$ cat src/rtl/gx4000_pkg.sv
// Shared types and constants for the GX4000 .CPR cartridge loader.
// States, error codes and RIFF magic words are kept here so the loader and its bench agree.
package gx4000_pkg;

    typedef enum logic [3:0] {
        IDLE,
        RIFF_ID,
        RIFF_SZ,
        FORM,
        CK_ID,
        CK_SZ,
        CK_DATA,
        CK_SKIP,
        CK_PAD,
        DONE,
        ERROR
    } cpr_state_t;

    localparam logic [2:0] ERR_NONE  = 3'd0;
    localparam logic [2:0] ERR_RIFF  = 3'd1;
    localparam logic [2:0] ERR_FORM  = 3'd2;
    localparam logic [2:0] ERR_TRUNC = 3'd3;
    localparam logic [2:0] ERR_BANK  = 3'd4;
    localparam logic [2:0] ERR_GAP   = 3'd5;

    // Four-character codes as seen after little-endian collection (first byte in bits 7:0).
    localparam logic [31:0] FOURCC_RIFF = 32'h4646_4952;
    localparam logic [31:0] FOURCC_AMS  = 32'h2153_4D41;
    localparam logic [15:0] FOURCC_CB   = 16'h6263;

    localparam int BANK_BYTES = 16384;

    function automatic logic is_digit(input logic [7:0] c);
        return (c >= 8'h30) && (c <= 8'h39);
    endfunction

    // nn[7:0] is the tens character, nn[15:8] the units character.
    function automatic logic [6:0] cb_number(input logic [15:0] nn);
        return ({3'd0, nn[3:0]} * 7'd10) + {3'd0, nn[11:8]};
    endfunction

endpackage

$ cat src/rtl/gx4000_cpr_loader_if.sv
// Bundles the ioctl download stream, the cartridge write port and the load status.
// The master drives the download; the slave is the loader.
interface gx4000_cpr_loader_if;
    logic        ioctl_download;
    logic [7:0]  ioctl_index;
    logic        ioctl_wr;
    logic [24:0] ioctl_addr;
    logic [7:0]  ioctl_dout;

    logic [24:0] cart_addr;
    logic [7:0]  cart_data;
    logic        cart_wr;

    logic        load_busy;
    logic        load_done;
    logic        load_error;
    logic [2:0]  err_code;
    logic [5:0]  bank_count;

    modport master (
        output ioctl_download, ioctl_index, ioctl_wr, ioctl_addr, ioctl_dout,
        input  cart_addr, cart_data, cart_wr,
        input  load_busy, load_done, load_error, err_code, bank_count
    );

    modport slave (
        input  ioctl_download, ioctl_index, ioctl_wr, ioctl_addr, ioctl_dout,
        output cart_addr, cart_data, cart_wr,
        output load_busy, load_done, load_error, err_code, bank_count
    );
endinterface

$ cat src/rtl/gx4000_le32_collect.sv
// Little-endian 32-bit word collector shared by every 4-byte header/ID/size field.
// word_next is the word including the byte being shifted in, so a field can be judged on its 4th byte.
module gx4000_le32_collect (
    input  logic        clk,
    input  logic        reset,
    input  logic        clear,
    input  logic        shift_en,
    input  logic [7:0]  byte_in,
    output logic [31:0] word_next,
    output logic        full,
    output logic [1:0]  count
);

    logic [31:0] shreg_q, shreg_d;
    logic [1:0]  cnt_q, cnt_d;

    assign word_next = {byte_in, shreg_q[31:8]};
    assign full      = shift_en && (cnt_q == 2'd3);
    assign count     = cnt_q;

    always_comb begin
        shreg_d = shreg_q;
        cnt_d   = cnt_q;
        if (clear) begin
            shreg_d = 32'd0;
            cnt_d   = 2'd0;
        end else if (shift_en) begin
            shreg_d = word_next;
            cnt_d   = cnt_q + 2'd1;
        end
    end

    always_ff @(posedge clk) begin
        if (reset) begin
            shreg_q <= 32'd0;
            cnt_q   <= 2'd0;
        end else begin
            shreg_q <= shreg_d;
            cnt_q   <= cnt_d;
        end
    end

endmodule

$ cat src/rtl/gx4000_cpr_loader.sv
// Parses a RIFF "AMS!" cartridge image streamed over ioctl and writes its cbNN chunks
// into SDRAM as 16 KB banks, reporting done/error status and the number of banks seen.
module gx4000_cpr_loader
    import gx4000_pkg::*;
#(
    parameter logic [7:0]  CART_INDEX = 8'd3,
    parameter logic [24:0] BASE_ADDR  = 25'h0100000,
    parameter int          MAX_BANKS  = 32
) (
    input  logic               clk_sys,
    input  logic               reset,
    gx4000_cpr_loader_if.slave bus
);

    localparam logic [6:0] MAX_BANKS_W = 7'(MAX_BANKS);

    cpr_state_t  state_q, state_d;
    logic        dl_prev_q;
    logic [24:0] byte_cnt_q, byte_cnt_d;
    logic [4:0]  bank_q, bank_d;
    logic        is_bank_q, is_bank_d;
    logic [14:0] offset_q, offset_d;
    logic [31:0] remaining_q, remaining_d;
    logic        pad_q, pad_d;
    logic [24:0] cart_addr_q, cart_addr_d;
    logic [7:0]  cart_data_q, cart_data_d;
    logic        cart_wr_q, cart_wr_d;
    logic        busy_q, busy_d;
    logic        done_q, done_d;
    logic        error_q, error_d;
    logic [2:0]  err_code_q, err_code_d;
    logic [5:0]  bank_count_q, bank_count_d;

    logic        start, fall, active, accept, addr_ok, collect_en;
    logic [31:0] word_next;
    logic        word_full;
    logic [1:0]  id_count;
    logic [6:0]  ck_num;
    logic        ck_valid;
    logic [5:0]  bank_plus1;
    cpr_state_t  after_chunk;
    logic        raise;
    logic [2:0]  raise_code;

    // A start edge wins over a same-cycle strobe, so that byte is never parsed.
    assign start   = bus.ioctl_download && !dl_prev_q && (bus.ioctl_index == CART_INDEX);
    assign fall    = !bus.ioctl_download && dl_prev_q;
    assign active  = !(state_q inside {IDLE, DONE, ERROR});
    assign accept  = active && bus.ioctl_wr && bus.ioctl_download && !start;
    assign addr_ok = (bus.ioctl_addr == byte_cnt_q);
    assign collect_en = accept && addr_ok && (state_q inside {RIFF_ID, RIFF_SZ, FORM, CK_ID, CK_SZ});

    assign ck_num      = cb_number(word_next[31:16]);
    assign ck_valid    = is_digit(word_next[23:16]) && is_digit(word_next[31:24]) && (ck_num < MAX_BANKS_W);
    assign bank_plus1  = {1'b0, bank_q} + 6'd1;
    assign after_chunk = pad_q ? CK_PAD : CK_ID;

    gx4000_le32_collect u_collect (
        .clk       (clk_sys),
        .reset     (reset),
        .clear     (start),
        .shift_en  (collect_en),
        .byte_in   (bus.ioctl_dout),
        .word_next (word_next),
        .full      (word_full),
        .count     (id_count)
    );

    always_comb begin
        state_d      = state_q;
        byte_cnt_d   = byte_cnt_q;
        bank_d       = bank_q;
        is_bank_d    = is_bank_q;
        offset_d     = offset_q;
        remaining_d  = remaining_q;
        pad_d        = pad_q;
        cart_addr_d  = cart_addr_q;
        cart_data_d  = cart_data_q;
        cart_wr_d    = 1'b0;
        busy_d       = busy_q;
        done_d       = done_q;
        error_d      = error_q;
        err_code_d   = err_code_q;
        bank_count_d = bank_count_q;
        raise        = 1'b0;
        raise_code   = ERR_NONE;

        if (start) begin
            state_d      = RIFF_ID;
            byte_cnt_d   = 25'd0;
            busy_d       = 1'b1;
            done_d       = 1'b0;
            error_d      = 1'b0;
            err_code_d   = ERR_NONE;
            bank_count_d = 6'd0;
        end else if (fall && active) begin
            busy_d = 1'b0;
            if (state_q == CK_ID && id_count == 2'd0) begin
                state_d = DONE;
                done_d  = 1'b1;
            end else begin
                raise      = 1'b1;
                raise_code = ERR_TRUNC;
            end
        end else if (accept) begin
            if (!addr_ok) begin
                raise      = 1'b1;
                raise_code = ERR_GAP;
            end else begin
                byte_cnt_d = byte_cnt_q + 25'd1;
                case (state_q)
                    RIFF_ID: if (word_full) begin
                        if (word_next == FOURCC_RIFF) state_d = RIFF_SZ;
                        else begin
                            raise      = 1'b1;
                            raise_code = ERR_RIFF;
                        end
                    end
                    RIFF_SZ: if (word_full) state_d = FORM;
                    FORM: if (word_full) begin
                        if (word_next == FOURCC_AMS) state_d = CK_ID;
                        else begin
                            raise      = 1'b1;
                            raise_code = ERR_FORM;
                        end
                    end
                    CK_ID: if (word_full) begin
                        if (word_next[15:0] != FOURCC_CB) begin
                            is_bank_d = 1'b0;
                            state_d   = CK_SZ;
                        end else if (ck_valid) begin
                            is_bank_d = 1'b1;
                            bank_d    = ck_num[4:0];
                            state_d   = CK_SZ;
                        end else begin
                            raise      = 1'b1;
                            raise_code = ERR_BANK;
                        end
                    end
                    CK_SZ: if (word_full) begin
                        remaining_d = word_next;
                        pad_d       = word_next[0];
                        offset_d    = 15'd0;
                        if (word_next == 32'd0) state_d = CK_ID;
                        else state_d = is_bank_q ? CK_DATA : CK_SKIP;
                    end
                    CK_DATA: begin
                        // Offset saturates at one bank; bytes beyond it are consumed silently.
                        if (!offset_q[14]) begin
                            cart_wr_d   = 1'b1;
                            cart_addr_d = BASE_ADDR + {6'd0, bank_q, offset_q[13:0]};
                            cart_data_d = bus.ioctl_dout;
                            offset_d    = offset_q + 15'd1;
                        end
                        if (offset_q == 15'd0 && bank_plus1 > bank_count_q) bank_count_d = bank_plus1;
                        remaining_d = remaining_q - 32'd1;
                        if (remaining_q == 32'd1) state_d = after_chunk;
                    end
                    CK_SKIP: begin
                        remaining_d = remaining_q - 32'd1;
                        if (remaining_q == 32'd1) state_d = after_chunk;
                    end
                    CK_PAD: state_d = CK_ID;
                    default: ;
                endcase
            end
        end

        if (raise) begin
            state_d    = ERROR;
            error_d    = 1'b1;
            err_code_d = raise_code;
            busy_d     = 1'b0;
        end
    end

    // dl_prev_q follows the pin even in reset so a download held across reset never looks like a new start.
    always_ff @(posedge clk_sys) begin
        dl_prev_q <= bus.ioctl_download;
        if (reset) begin
            state_q      <= IDLE;
            byte_cnt_q   <= 25'd0;
            bank_q       <= 5'd0;
            is_bank_q    <= 1'b0;
            offset_q     <= 15'd0;
            remaining_q  <= 32'd0;
            pad_q        <= 1'b0;
            cart_addr_q  <= 25'd0;
            cart_data_q  <= 8'd0;
            cart_wr_q    <= 1'b0;
            busy_q       <= 1'b0;
            done_q       <= 1'b0;
            error_q      <= 1'b0;
            err_code_q   <= ERR_NONE;
            bank_count_q <= 6'd0;
        end else begin
            state_q      <= state_d;
            byte_cnt_q   <= byte_cnt_d;
            bank_q       <= bank_d;
            is_bank_q    <= is_bank_d;
            offset_q     <= offset_d;
            remaining_q  <= remaining_d;
            pad_q        <= pad_d;
            cart_addr_q  <= cart_addr_d;
            cart_data_q  <= cart_data_d;
            cart_wr_q    <= cart_wr_d;
            busy_q       <= busy_d;
            done_q       <= done_d;
            error_q      <= error_d;
            err_code_q   <= err_code_d;
            bank_count_q <= bank_count_d;
        end
    end

    assign bus.cart_addr  = cart_addr_q;
    assign bus.cart_data  = cart_data_q;
    assign bus.cart_wr    = cart_wr_q;
    assign bus.load_busy  = busy_q;
    assign bus.load_done  = done_q;
    assign bus.load_error = error_q;
    assign bus.err_code   = err_code_q;
    assign bus.bank_count = bank_count_q;

endmodule

$ cat src/flat_wrapper.sv
// flat-port wrapper written by rule: the top's interface ports become plain ports
module gx4000_cpr_loader_flat import gx4000_pkg::*;
#(
    parameter logic [7:0]  CART_INDEX = 8'd3,
    parameter logic [24:0] BASE_ADDR  = 25'h0100000,
    parameter int          MAX_BANKS  = 32
)
  (clk_sys, reset, bus_ioctl_download, bus_ioctl_index, bus_ioctl_wr, bus_ioctl_addr, bus_ioctl_dout, bus_cart_addr, bus_cart_data, bus_cart_wr, bus_load_busy, bus_load_done, bus_load_error, bus_err_code, bus_bank_count);
  gx4000_cpr_loader_if bus_i ();
  input  logic clk_sys;
  input  logic reset;
  input wire logic [$bits(bus_i.ioctl_download)-1:0] bus_ioctl_download;
  input wire logic [$bits(bus_i.ioctl_index)-1:0] bus_ioctl_index;
  input wire logic [$bits(bus_i.ioctl_wr)-1:0] bus_ioctl_wr;
  input wire logic [$bits(bus_i.ioctl_addr)-1:0] bus_ioctl_addr;
  input wire logic [$bits(bus_i.ioctl_dout)-1:0] bus_ioctl_dout;
  output wire logic [$bits(bus_i.cart_addr)-1:0] bus_cart_addr;
  output wire logic [$bits(bus_i.cart_data)-1:0] bus_cart_data;
  output wire logic [$bits(bus_i.cart_wr)-1:0] bus_cart_wr;
  output wire logic [$bits(bus_i.load_busy)-1:0] bus_load_busy;
  output wire logic [$bits(bus_i.load_done)-1:0] bus_load_done;
  output wire logic [$bits(bus_i.load_error)-1:0] bus_load_error;
  output wire logic [$bits(bus_i.err_code)-1:0] bus_err_code;
  output wire logic [$bits(bus_i.bank_count)-1:0] bus_bank_count;
  assign bus_i.ioctl_download = bus_ioctl_download;
  assign bus_i.ioctl_index = bus_ioctl_index;
  assign bus_i.ioctl_wr = bus_ioctl_wr;
  assign bus_i.ioctl_addr = bus_ioctl_addr;
  assign bus_i.ioctl_dout = bus_ioctl_dout;
  assign bus_cart_addr = bus_i.cart_addr;
  assign bus_cart_data = bus_i.cart_data;
  assign bus_cart_wr = bus_i.cart_wr;
  assign bus_load_busy = bus_i.load_busy;
  assign bus_load_done = bus_i.load_done;
  assign bus_load_error = bus_i.load_error;
  assign bus_err_code = bus_i.err_code;
  assign bus_bank_count = bus_i.bank_count;
  gx4000_cpr_loader #(.CART_INDEX(CART_INDEX), .BASE_ADDR(BASE_ADDR), .MAX_BANKS(MAX_BANKS)) u_core (.clk_sys(clk_sys), .reset(reset), .bus(bus_i));
endmodule
$ cat config.mk
export PLATFORM = sky130hd
export DESIGN_NAME = gx4000_cpr_loader_flat
export DESIGN_NICKNAME = d
export VERILOG_FILES = /design/src/rtl/gx4000_pkg.sv /design/src/rtl/gx4000_cpr_loader_if.sv /design/src/rtl/gx4000_le32_collect.sv /design/src/rtl/gx4000_cpr_loader.sv /design/src/flat_wrapper.sv
export SDC_FILE = /design/constraint.sdc
export NUM_CORES = 1
export LEC_CHECK = 0
export BUFFER_PORTS_ARGS = -buffer_cell sky130_fd_sc_hd__buf_2
export CAP_MARGIN = 40
export CORE_MARGIN = 5
export CORE_UTILIZATION = 40
export CTS_CLUSTER_SIZE = 30
export DETAILED_ROUTE_END_ITERATION = 7
export PLACE_DENSITY = 0.67
export SLEW_MARGIN = 20
export SYNTH_ARGS = -nofsm -noshare
export SYNTH_HDL_FRONTEND = slang
export SYNTH_HIERARCHICAL = 1
export SYNTH_SLANG_ARGS = --single-unit
$ cat constraint.sdc
create_clock -name clk_sys -period 11.8 [get_ports clk_sys]
set_input_delay 2.36 -clock clk_sys [delete_from_list [all_inputs] [get_ports clk_sys]]
set_output_delay 2.36 -clock clk_sys [all_outputs]
set_load 0.005 [all_outputs]
==> out/metrics.yaml, run 1 <==
yosys_register_bits: 151
drtPass1Iterations: 5
crit_top_cell: "buf_4"
synthCells: 1040
timing.rr.end: "u_core/offset_q[9]"
final_common_cell: "dfxtp_1"
grt_max_degree: 74
die_x_um: 154
antenna_found_initial: 0
cp.depth: 17
synth-warning-count: 6
slew_violations: 0
drive_above_1_share_pct: 13.0
grt_overflow_total: 0
htreeDepth: 4
cp-start-kind: "input port"
routabilityCongestion: 0.893
core_um2: 20300
clockBufferDepth: 2
ant_nets: 0
clockRootBuffer: "clkbuf_16"
post-route-period-util_pct: 53.7
rsz0062_at_grt: "false"
layout_common_cells: "dfxtp_1 (151), nor2_1 (130), nand2_1 (129), buf_2 (85), a21oi_1 (77)"
max_freq_mhz: 158
worst_hold_path.endpoint: "u_core/bus.cart_addr[6]"
skew_ns: 0.00967
fin_nets: 1153
fin_crit_ns: 6.34
fp.dieH_um: 154
mappedNetlistArea_um2: 8260
maxCapViolCount: 0
path_clk_slew_ns: 0.06
ys_seq_area_share_pct: 36.6
timing.reg2reg.setup_slack_ns: 6.97
tns_ns: 0
cp_top_family: "simple AND/OR/NAND/NOR gates"
min_from: "u_core/bus.cart_addr[6]"
peakVddDrop_mv: 0.0959
max_stage_delay_ns: 0.50
avgSynthCellArea_um2: 7.94
port_buffers: 85
post_cts_buffers: 0
ff2ff_path_depth: 16
initial_utilization_pct: 40.7
synth_flop_cell: "dfxtp_1"
via_count: 7509
drc: 0
clock_latency_ns: 0.42
status: "completed"
power.density_nw_per_um2: 121
crit_required_ns: 12.15
yosysTopAreaCell: "dfxtp_1"
p_leak_uw: 0.00341
cts-buffers-inserted: 17
max-slew-margin-rel_pct: 45.3
synthArstFlopShare_pct: 0
r2r-start: "u_core/state_q[0]"
end_kind: "register"
ys_top_cells_by_area: "dfxtp_1 (37%), xnor2_1 (6.2%), nor2_1 (5.9%), nand2_1 (5.9%), a21oi_1 (4.7%)"
io_pins: 91
critPathBufInv: 5
post_drt_wl_per_cell_um: 16.0
syn_to_final_growth_pct: 12.7
hp-class: "register to register"
totalWireLength_um: 21900
crit_slowest_cell: "nor4_2"
routed_via_density: 5.50
cts_resized: 0
synth_top_area_share_pct: 36.6
hpwl_um: 15400
fin_util_pct: 45.8
synth_cell_types: 68
worst-setup-path-type: "input port to register"
rows: 52
setup_viol: 0
finalHoldViolations: 0
antenna_cells: 0
grt_pass1_wl_um: 35800
grt_pass1_vias: 6882
tightest_slew_ns: 0.809
drtIter0Drc: 649
dieArea_um2: 23600
cp.arrival_ns: 6.69
crit_fanout: 51
path_cells: "buf_2, xnor2_1, nand4_1, nor4_2, nand3_1, buf_4, a2111oi_2, buf_4, and2_1, a21o_1, nand2_1, inv_1, and4_1, buf_4, nand4_1, or3_1, a21oi_1"
synth_edf_count: 0
cts_hold_buf: 0
holdPathStages: 2
numClockSinks: 151
cts_tree: "built"
track_usage_pct: 18.2
## where the power goes
part / internal (µW) / total [µW] / switching (µW)
Sequential: 515 / 523 / 7.82
Clock: 299 / 515 / 216
Combinational: 32.6 / 83.9 / 51.3
Total: 847 / 1120 / 276
## sequential cells by signal, indices dropped and copies added (netlist names), 4 cells and up
register,flops
u_core/state_q,4
u_core/offset_q,15
u_core/remaining_q,32
u_core/bus.cart_addr,20
u_core/bank_q,5
u_core/u_collect/shreg_q,24
u_core/bus.bank_count,6
u_core/bus.cart_data,8
u_core/byte_cnt_q,25
## tightest hold or removal path: cells and delay by family, from the launching register on
family	cells	cell delay, ns
and+or+nand+nor	1	0.05
AOI/OAI and AO/OA	1	0.05
DFF	1	0.31
## logic make-up (layout without fill, tap and decap cells)
logic type                 count (synthesis)  after routing  share of synthesized area, %
xor gates and xnor gates                  67             67                          7.11
buffers and inverters                    101            153                          6.18
adders and majority gates                 22             22                          3.52
DFF                                      151            151                          36.6
and+or+nand+nor                          453            453                          26.5
other                                      1              5                        0.0454
AOI/OAI and AO/OA                        209            209                          15.7
muxes                                     36             36                          4.38
## worst max-delay path by stage
stage	start	slack [ns]	to
detailed placement	bus_ioctl_addr[8]	5.15	u_core/offset_q[9]
floorplan	bus_ioctl_index[3]	5.82	u_core/remaining_q[10]
CTS	bus_ioctl_addr[8]	5.53	u_core/offset_q[9]
global placement	bus_ioctl_addr[8]	5.06	u_core/offset_q[8]
finish	bus_ioctl_addr[8]	5.46	u_core/offset_q[9]
global route	bus_ioctl_addr[8]	5.16	u_core/offset_q[9]
## per-layer routing
metal	up-vias	global-route usage [%]	wire length, µm
met5	-	0	0
met4	0	6.18	520
met3	32	4.02	1320
met2	218	28.2	10000
met1	3513	25.2	10000
li1	3746	-	-
## synth_stat cells (all sizes together) (3+ instances only)
master  count
dfxtp     151
nor2      131
nand2     129
a21oi      77
xnor2      58
o21ai      54
clkbuf     41
nor3       40
mux2i      35
buf        34
nand3      32
inv        26
nand4      23
nor4       21
ha         20
or3        15
a211oi     14
and3       12
a22oi      10
nor2b       9
or4         9
xor2        9
o31ai       8
a21o        7
and4        7
a22o        6
a31oi       5
nor3b       5
o22ai       5
or2         5
and2        4
nand4b      4
a221oi      3
a311oi      3
## per-stage QoR
step	setup WS [ns]	cells	area (µm²)	hold WS [ns]	total power [µW]
2_1_floorplan	5.82	1044	8270	0.444	591
3_3_place_gp	5.06	1333	8700	0.442	615
3_5_place_dp	5.15	1337	8750	0.443	617
4_1_cts	5.53	1366	9300	0.452	1130
5_1_grt	5.16	1366	9300	0.478	1170
6_report	5.46	1366	9300	0.449	1120
## cell type report
class,count,area (µm²)
Clock buffer,19,453
Clock inverter,10,97.6
Fill cell,2033,11000
Inverter,26,97.6
Multi-Input combinational cell,792,4750
Sequential cell,151,3020
Tap cell,270,338
Timing Repair Buffer,98,546
Note: power is estimated with default switching activity, not from simulation.
==> run 2: changes to the inputs <==
Settings changed: ABC_AREA set to 1.
Clock period 11.8 ns to 6.64 ns, I/O delays scaled along.
==> run 2 against run 1 <==
  * Power is 85% higher
  * Utilization hardly changed
  * Combinational power is 80% higher
  * Sequential power is 76% higher
  * Sequential cell count stayed put
  * Largest power group is now clock
==> out/metrics.yaml, run 2 <==
status: "completed"
timing.reg2reg.setup_slack_ns: 2.98  # -3.99 ns
grt_util_met3_pct: 3.42  # -0.60 points
top_usage_layer: "met2"
yosysTopAreaCell: "dfxtp_1"
track_usage_pct: 20.1  # +1.9 points
antenna_cells: 0  # unchanged
ys_top_cells_by_area: "dfxtp_1 (32%), nand2_1 (14%), nor2_1 (9.7%), inv_1 (7.3%), o21ai_0 (5.3%)"
drc: 0  # unchanged
htreeDepth: 4  # unchanged
io_pins: 91  # unchanged
synth_flop_cell: "dfxtp_1"
yosys_register_bits: 151  # unchanged
startpoint: "bus_ioctl_addr[7]"
routabilityCongestion: 0.916  # +2.6%
syn_to_final_growth_pct: 12.3
numClockSinks: 151  # unchanged
p_clk_share_pct: 48.4  # +2.5 points
final_common_cell: "nand2_1"
fin_nets: 1597  # +39%
die_x_um: 163  # +5.8%
post_drt_wl_per_cell_um: 14.4  # -10%
worst-setup-path-type: "input port to register"
drive_above_1_share_pct: 10.8  # -2.3 points
mappedNetlistArea_um2: 9300  # +13%
hpwl_um: 19800  # +29%
synth_common_cells: "nand2_1 (351), nor2_1 (241), inv_1 (181)"
cts_resized: 0  # unchanged
grt_use_met1_pct: 27.3  # +2.2 points
antenna_found_initial: 0  # unchanged
post_cts_buffers: 0  # unchanged
max_freq_mhz: 241
cts_hold_buf: 0  # unchanged
worst_slack_ns: 2.49  # -2.97 ns
fin_area_um2: 10400  # +12%
avgSynthCellArea_um2: 6.32  # -20%
crit_required_ns: 6.98  # -5.17 ns
synth_edf_count: 0  # unchanged
cts_tree: "built"
grt_pass1_vias: 8549  # +24%
maxCapViolCount: 0  # unchanged
fillers: 2418  # +19%
placed_cell_area_um2: 9840  # +12%
hp-class: "register to register"
clockBufferDepth: 2  # unchanged
power_switching_uw: 503  # +82%
synth-warning-count: 6  # unchanged
pwr-share-comb_pct: 7.3  # -0.2 points
cp-start-kind: "input port"
port_buffers: 85  # unchanged
slew_violations: 0  # unchanged
clock_latency_ns: 0.42  # about the same
drtIter0Drc: 753  # +16%
tns_ns: 0  # unchanged
totalWireLength_um: 26700  # +22%
core_um2: 22800  # +12%
setup_viol: 0  # unchanged
synthCells: 1473  # +42%
end_kind: "register"
drtPass1Iterations: 5  # unchanged
initial_utilization_pct: 40.8  # +0.17 points
grt_overflow_total: 0  # unchanged
routed_via_density: 5.03  # -8.4%
rsz0062_at_grt: "false"
ys_seq_area_share_pct: 32.5  # -4.1 points
largest_register_ffs: 32  # unchanged
dieArea_um2: 26400  # +12%
reg.largest.list: "u_core/remaining_q x32, u_core/byte_cnt_q x25, u_core/u_collect/shreg_q x24"
ant_nets: 0  # unchanged
regMostFlops: "u_core/remaining_q"
synth_cell_types: 49  # -28%
tightest_slew_ns: 0.823  # +0.0145 ns
r2r-start: "u_core/byte_cnt_q[0]"
grt_use_met2_pct: 32.7  # +4.5 points
peakVddDrop_mv: 0.166  # +73%
p_sw_share_pct: 24.2  # -0.36 points
timing.hold.ws_ns: 0.458  # +0.00880 ns
cp.arrival_ns: 4.49  # -2.20 ns
seqPwrFrac_pct: 44.3  # -2.3 points
synthArstFlopShare_pct: 0  # unchanged
layout_common_cells: "nand2_1 (351), nor2_1 (241), inv_1 (180), dfxtp_1 (151), o21ai_0 (99)"
power.density_nw_per_um2: 199  # +65%
post-route-period-util_pct: 62.5
grt_pass1_wl_um: 43400  # +21%
path_clk_slew_ns: 0.06  # about the same
via_count: 9339  # +24%
power.internal_uw: 1570  # +86%
fin_crit_ns: 4.15
place_worst_setup_slack_ns: 2.14  # -3.01 ns
p_leak_uw: 0.00465  # +36%
synth_top_area_share_pct: 32.5  # -4.1 points
yosysMostFrequentCell: "nand2_1"
max-slew-margin-rel_pct: 45.0  # -0.34 points
min_from: "u_core/bus.cart_addr[20]"
clockRootBuffer: "clkbuf_16"
skew_ns: 0.0103  # +0.000611 ns
grt_max_degree: 54  # -27%
cts-buffers-inserted: 17  # unchanged
rows: 55  # +5.8%
crit_fanout: 53  # +3.9%
finalHoldViolations: 0  # unchanged
fp.dieH_um: 163  # +5.8%
-- run 2: cell count changes in the layout (fill, tap and decap cells not counted), moves of 9 or more --
cell	previous run	this run
o21ai_0	52	99
inv_2	0	20
a21oi_1	77	98
nor2_1	130	241
or4_1	9	0
a22oi_1	10	0
mux2i_1	35	0
nand2_1	129	351
and3_1	12	1
nand3_1	31	57
xnor2_1	58	13
or3_1	15	0
xor2_1	9	34
inv_1	26	180
-- run 2: critical path: stages --
cell and delay (ns):
buf_2 0.10, xnor2_1 0.14, nand2_1 0.09, nor2_1 0.15, nand2_2 0.11, nor2_8 0.16
inv_1 0.07, a2111oi_2 0.21, buf_4 0.50, nand2_1 0.09, inv_1 0.17, nor2_1 0.10
nor2_1 0.09, inv_1 0.08, nor2_4 0.41, inv_2 0.18, a21oi_1 0.19, o21ai_0 0.14
a21oi_1 0.15
-- run 2: kinds of logic after synthesis --
logic type	after synthesis	synth area share (%)
and+or+nand+nor	761	34.7
buffers and inverters	258	11.9
AOI/OAI and AO/OA	233	13.4
DFF	151	32.5
xor gates and xnor gates	47	4.43
adders and majority gates	22	3.12
other	1	0.0403
-- run 2: cell type report --
| class | count | area (µm²) | area share, % |
|---|---|---|---|
| Clock buffer | 20 | 457 | 4.37 |
| Multi-Input combinational cell | 1068 | 5200 | 49.8 |
| Timing Repair Buffer | 89 | 455 | 4.36 |
| Sequential cell | 151 | 3020 | 28.9 |
| Tap cell | 313 | 392 | 3.75 |
| Inverter | 203 | 766 | 7.33 |
| Clock inverter | 11 | 149 | 1.43 |
-- run 2: worst paths after layout --
check / end / depth (start not counted)
worst max-delay path: u_core/remaining_q[30] / 19
worst min-delay path: u_core/bus.cart_addr[20] / 1
worst max register to register: u_core/remaining_q[30] / 20
worst min register to register: u_core/bus.cart_addr[20] / 1
-- run 2: routing by layer --
metal,wire [µm],vias to the layer above
met5,0,-
met4,561,0
met3,1580,34
met2,12000,295
met1,12600,4209
li1,-,4801
-- run 2: stage by stage --
stage,power [µW],util [%],std cells
finish,2080,45.9,1855
floorplan,1040,-,1477
global route,2160,45.9,1855
CTS,2090,45.9,1855
global placement,1090,43.2,1824
detailed placement,1090,43.2,1824
-- run 2: power by group through the flow --
stage	clock network [µW]	registers, µW	logic (µW)
2_1_floorplan	0	939	106
3_3_place_gp	0	941	150
3_5_place_dp	0	941	150
4_1_cts	1020	920	150
5_1_grt	1070	921	171
6_report	1010	921	151
==> run 3: changes to the inputs <==
Clock period 6.64 ns to 4.1 ns, I/O delays scaled along.
==> run 3 against run 2 <==
  * Via count grew 0.66%
  * Critical path type is now register to register
  * Highest routed layer unchanged
  * Sequential power increased by 62%
  * First-iteration DRC count shrank 10%
  * Sequential cell count did not move
  * Critical path depth down 4
  * Non-clock buffer count up 4
  * Power up 60%
  * Global-route usage is essentially flat
  * Cell count is 0.27% higher
  * Clock-buffer cell count down 1
==> out/metrics.yaml, run 3 (synthesized netlist as in run 2, its figures left out) <==
post-route-period-util_pct: 76.1
fin_crit_ns: 3.12
setup_viol: 0  # unchanged
routabilityCongestion: 0.957  # +4.4%
cts_resized: 0  # unchanged
cts_tree: "built"
tightest_slew_ns: 0.726  # -0.0973 ns
timing.hold.ws_ns: 0.460  # +0.00186 ns
path_clk_slew_ns: 0.07  # about the same
initial_utilization_pct: 40.8  # unchanged
track_usage_pct: 20.1  # about the same
syn_to_final_growth_pct: 12.4  # about the same
status: "completed"
cts-buffers-inserted: 17  # unchanged
post_cts_buffers: 0  # unchanged
p_leak_uw: 0.00466  # +0.16%
dieArea_um2: 26400  # unchanged
maxCapViolCount: 0  # unchanged
die_x_um: 163  # unchanged
reg.largest.list: "u_core/remaining_q x32, u_core/byte_cnt_q x25, u_core/u_collect/shreg_q x24"
core_um2: 22800  # unchanged
crit_required_ns: 4.46  # -2.52 ns
slew_violations: 0  # unchanged
drive_above_1_share_pct: 11.0  # +0.22 points
layout_common_cells: "nand2_1 (351), nor2_1 (241), inv_1 (181), dfxtp_1 (151), o21ai_0 (99)"
grt_pass1_vias: 8908  # +4.2%
hpwl_um: 19600  # -0.99%
fp.dieH_um: 163  # unchanged
cts_hold_buf: 0  # unchanged
port_buffers: 85  # unchanged
peakVddDrop_mv: 0.263  # +58%
fillers: 2397  # -0.87%
tns_ns: 0  # unchanged
max_freq_mhz: 320
rows: 55  # unchanged
totalWireLength_um: 26600  # -0.62%
grt_max_degree: 54  # unchanged
finalHoldViolations: 0  # unchanged
antenna_cells: 0  # unchanged
largest_register_ffs: 32  # unchanged
final_common_cell: "nand2_1"
worst-setup-path-type: "register to register"
grt_overflow_total: 0  # unchanged
hp-class: "register to register"
crit_fanout: 9  # -83%
drc: 0  # unchanged
htreeDepth: 4  # unchanged
cp-start-kind: "register"
end_kind: "register"
clockBufferDepth: 2  # unchanged
numClockSinks: 151  # unchanged
power.density_nw_per_um2: 318  # +60%
drtPass1Iterations: 5  # unchanged
rsz0062_at_grt: "false"
via_count: 9401  # +0.66%
skew_ns: 0.0109  # +0.000590 ns
ant_nets: 0  # unchanged
fin_nets: 1601  # +0.25%
routed_via_density: 5.05  # +0.39%
antenna_found_initial: 0  # unchanged
io_pins: 91  # unchanged
drtIter0Drc: 677  # -10%
regMostFlops: "u_core/remaining_q"
cp.arrival_ns: 3.49  # -1.00 ns
grt_pass1_wl_um: 43600  # +0.38%
max-slew-margin-rel_pct: 51.6  # +6.6 points
clockRootBuffer: "clkbuf_16"
clock_latency_ns: 0.43  # about the same
post_drt_wl_per_cell_um: 14.3  # -0.88%
[run 3: changes by cell type in the layout (fill, tap and decap cells not counted)]
| cell | previous run | this run |
|---|---|---|
| nor4_2 | 1 | 0 |
| clkbuf_8 | 2 | 1 |
| clkinv_2 | 3 | 2 |
| buf_4 | 4 | 8 |
| bufinv_16 | 3 | 2 |
| inv_6 | 1 | 3 |
| inv_1 | 180 | 181 |
| nor4_1 | 14 | 15 |
| clkinv_1 | 1 | 0 |
| clkinvlp_4 | 3 | 5 |
[run 3: stage by stage]
step	cells	total power (µW)	util, %	setup WS [ns]	instance area, µm²
2_1_floorplan	1477	1690	-	0.957	9320
3_3_place_gp	1828	1770	43.3	0.805	9860
3_5_place_dp	1828	1770	43.3	0.788	9860
4_1_cts	1860	3350	45.9	0.989	10500
5_1_grt	1860	3450	45.9	0.709	10500
6_report	1860	3320	45.9	0.978	10500
[run 3: cell type report]
class                   count  area (µm²)  share of cell area [%]
well taps                 313         392                    3.75
clock inverters            13         146                    1.40
multi-input cells        1068        5200                    49.7
flip-flops and latches    151        3020                    28.9
repair buffers             93         485                    4.64
inverters                 203         766                    7.33
clock buffers              19         443                    4.24
[run 3: critical path: stages (launching register included)]
cell and delay, ns:
dfxtp_1 0.67, ha_1 0.34, ha_1 0.22, fa_1 0.53, inv_1 0.06, nand2_1 0.07
nand3_1 0.07, nor2_1 0.10, nand2_1 0.13, nand2_1 0.14, nand2_1 0.06, nand3_1 0.11
nand2_1 0.12, nor3_1 0.26, nand2_1 0.09, nor2_1 0.10
[run 3: worst paths after layout]
check                                             startpoint                     end  slack (ns)  cells past startpoint
worst max-delay path            u_core/u_collect/shreg_q[25]       u_core/state_q[2]        0.98                     15
worst min-delay path                  u_core/remaining_q[10]  u_core/remaining_q[10]        0.46                      2
worst max register to register  u_core/u_collect/shreg_q[25]       u_core/state_q[2]        0.98                     15
worst min register to register        u_core/remaining_q[10]  u_core/remaining_q[10]        0.46                      2
[run 3: layer usage]
metal  share of wire [%]  vias up  track usage [%]
met5                   0        -                0
met4                 2.2        0             7.04
met3                 5.7       47             3.62
met2                  46      285             33.4
met1                  46     4264             26.2
li1                    -     4805                -
[run 3: power breakdown]
group / leakage [µW] / internal (µW) / switching (µW)
registers: 0.00122 / 1480 / 12.5
logic: 0.00317 / 83.5 / 161
clock network: 0.000273 / 919 / 664
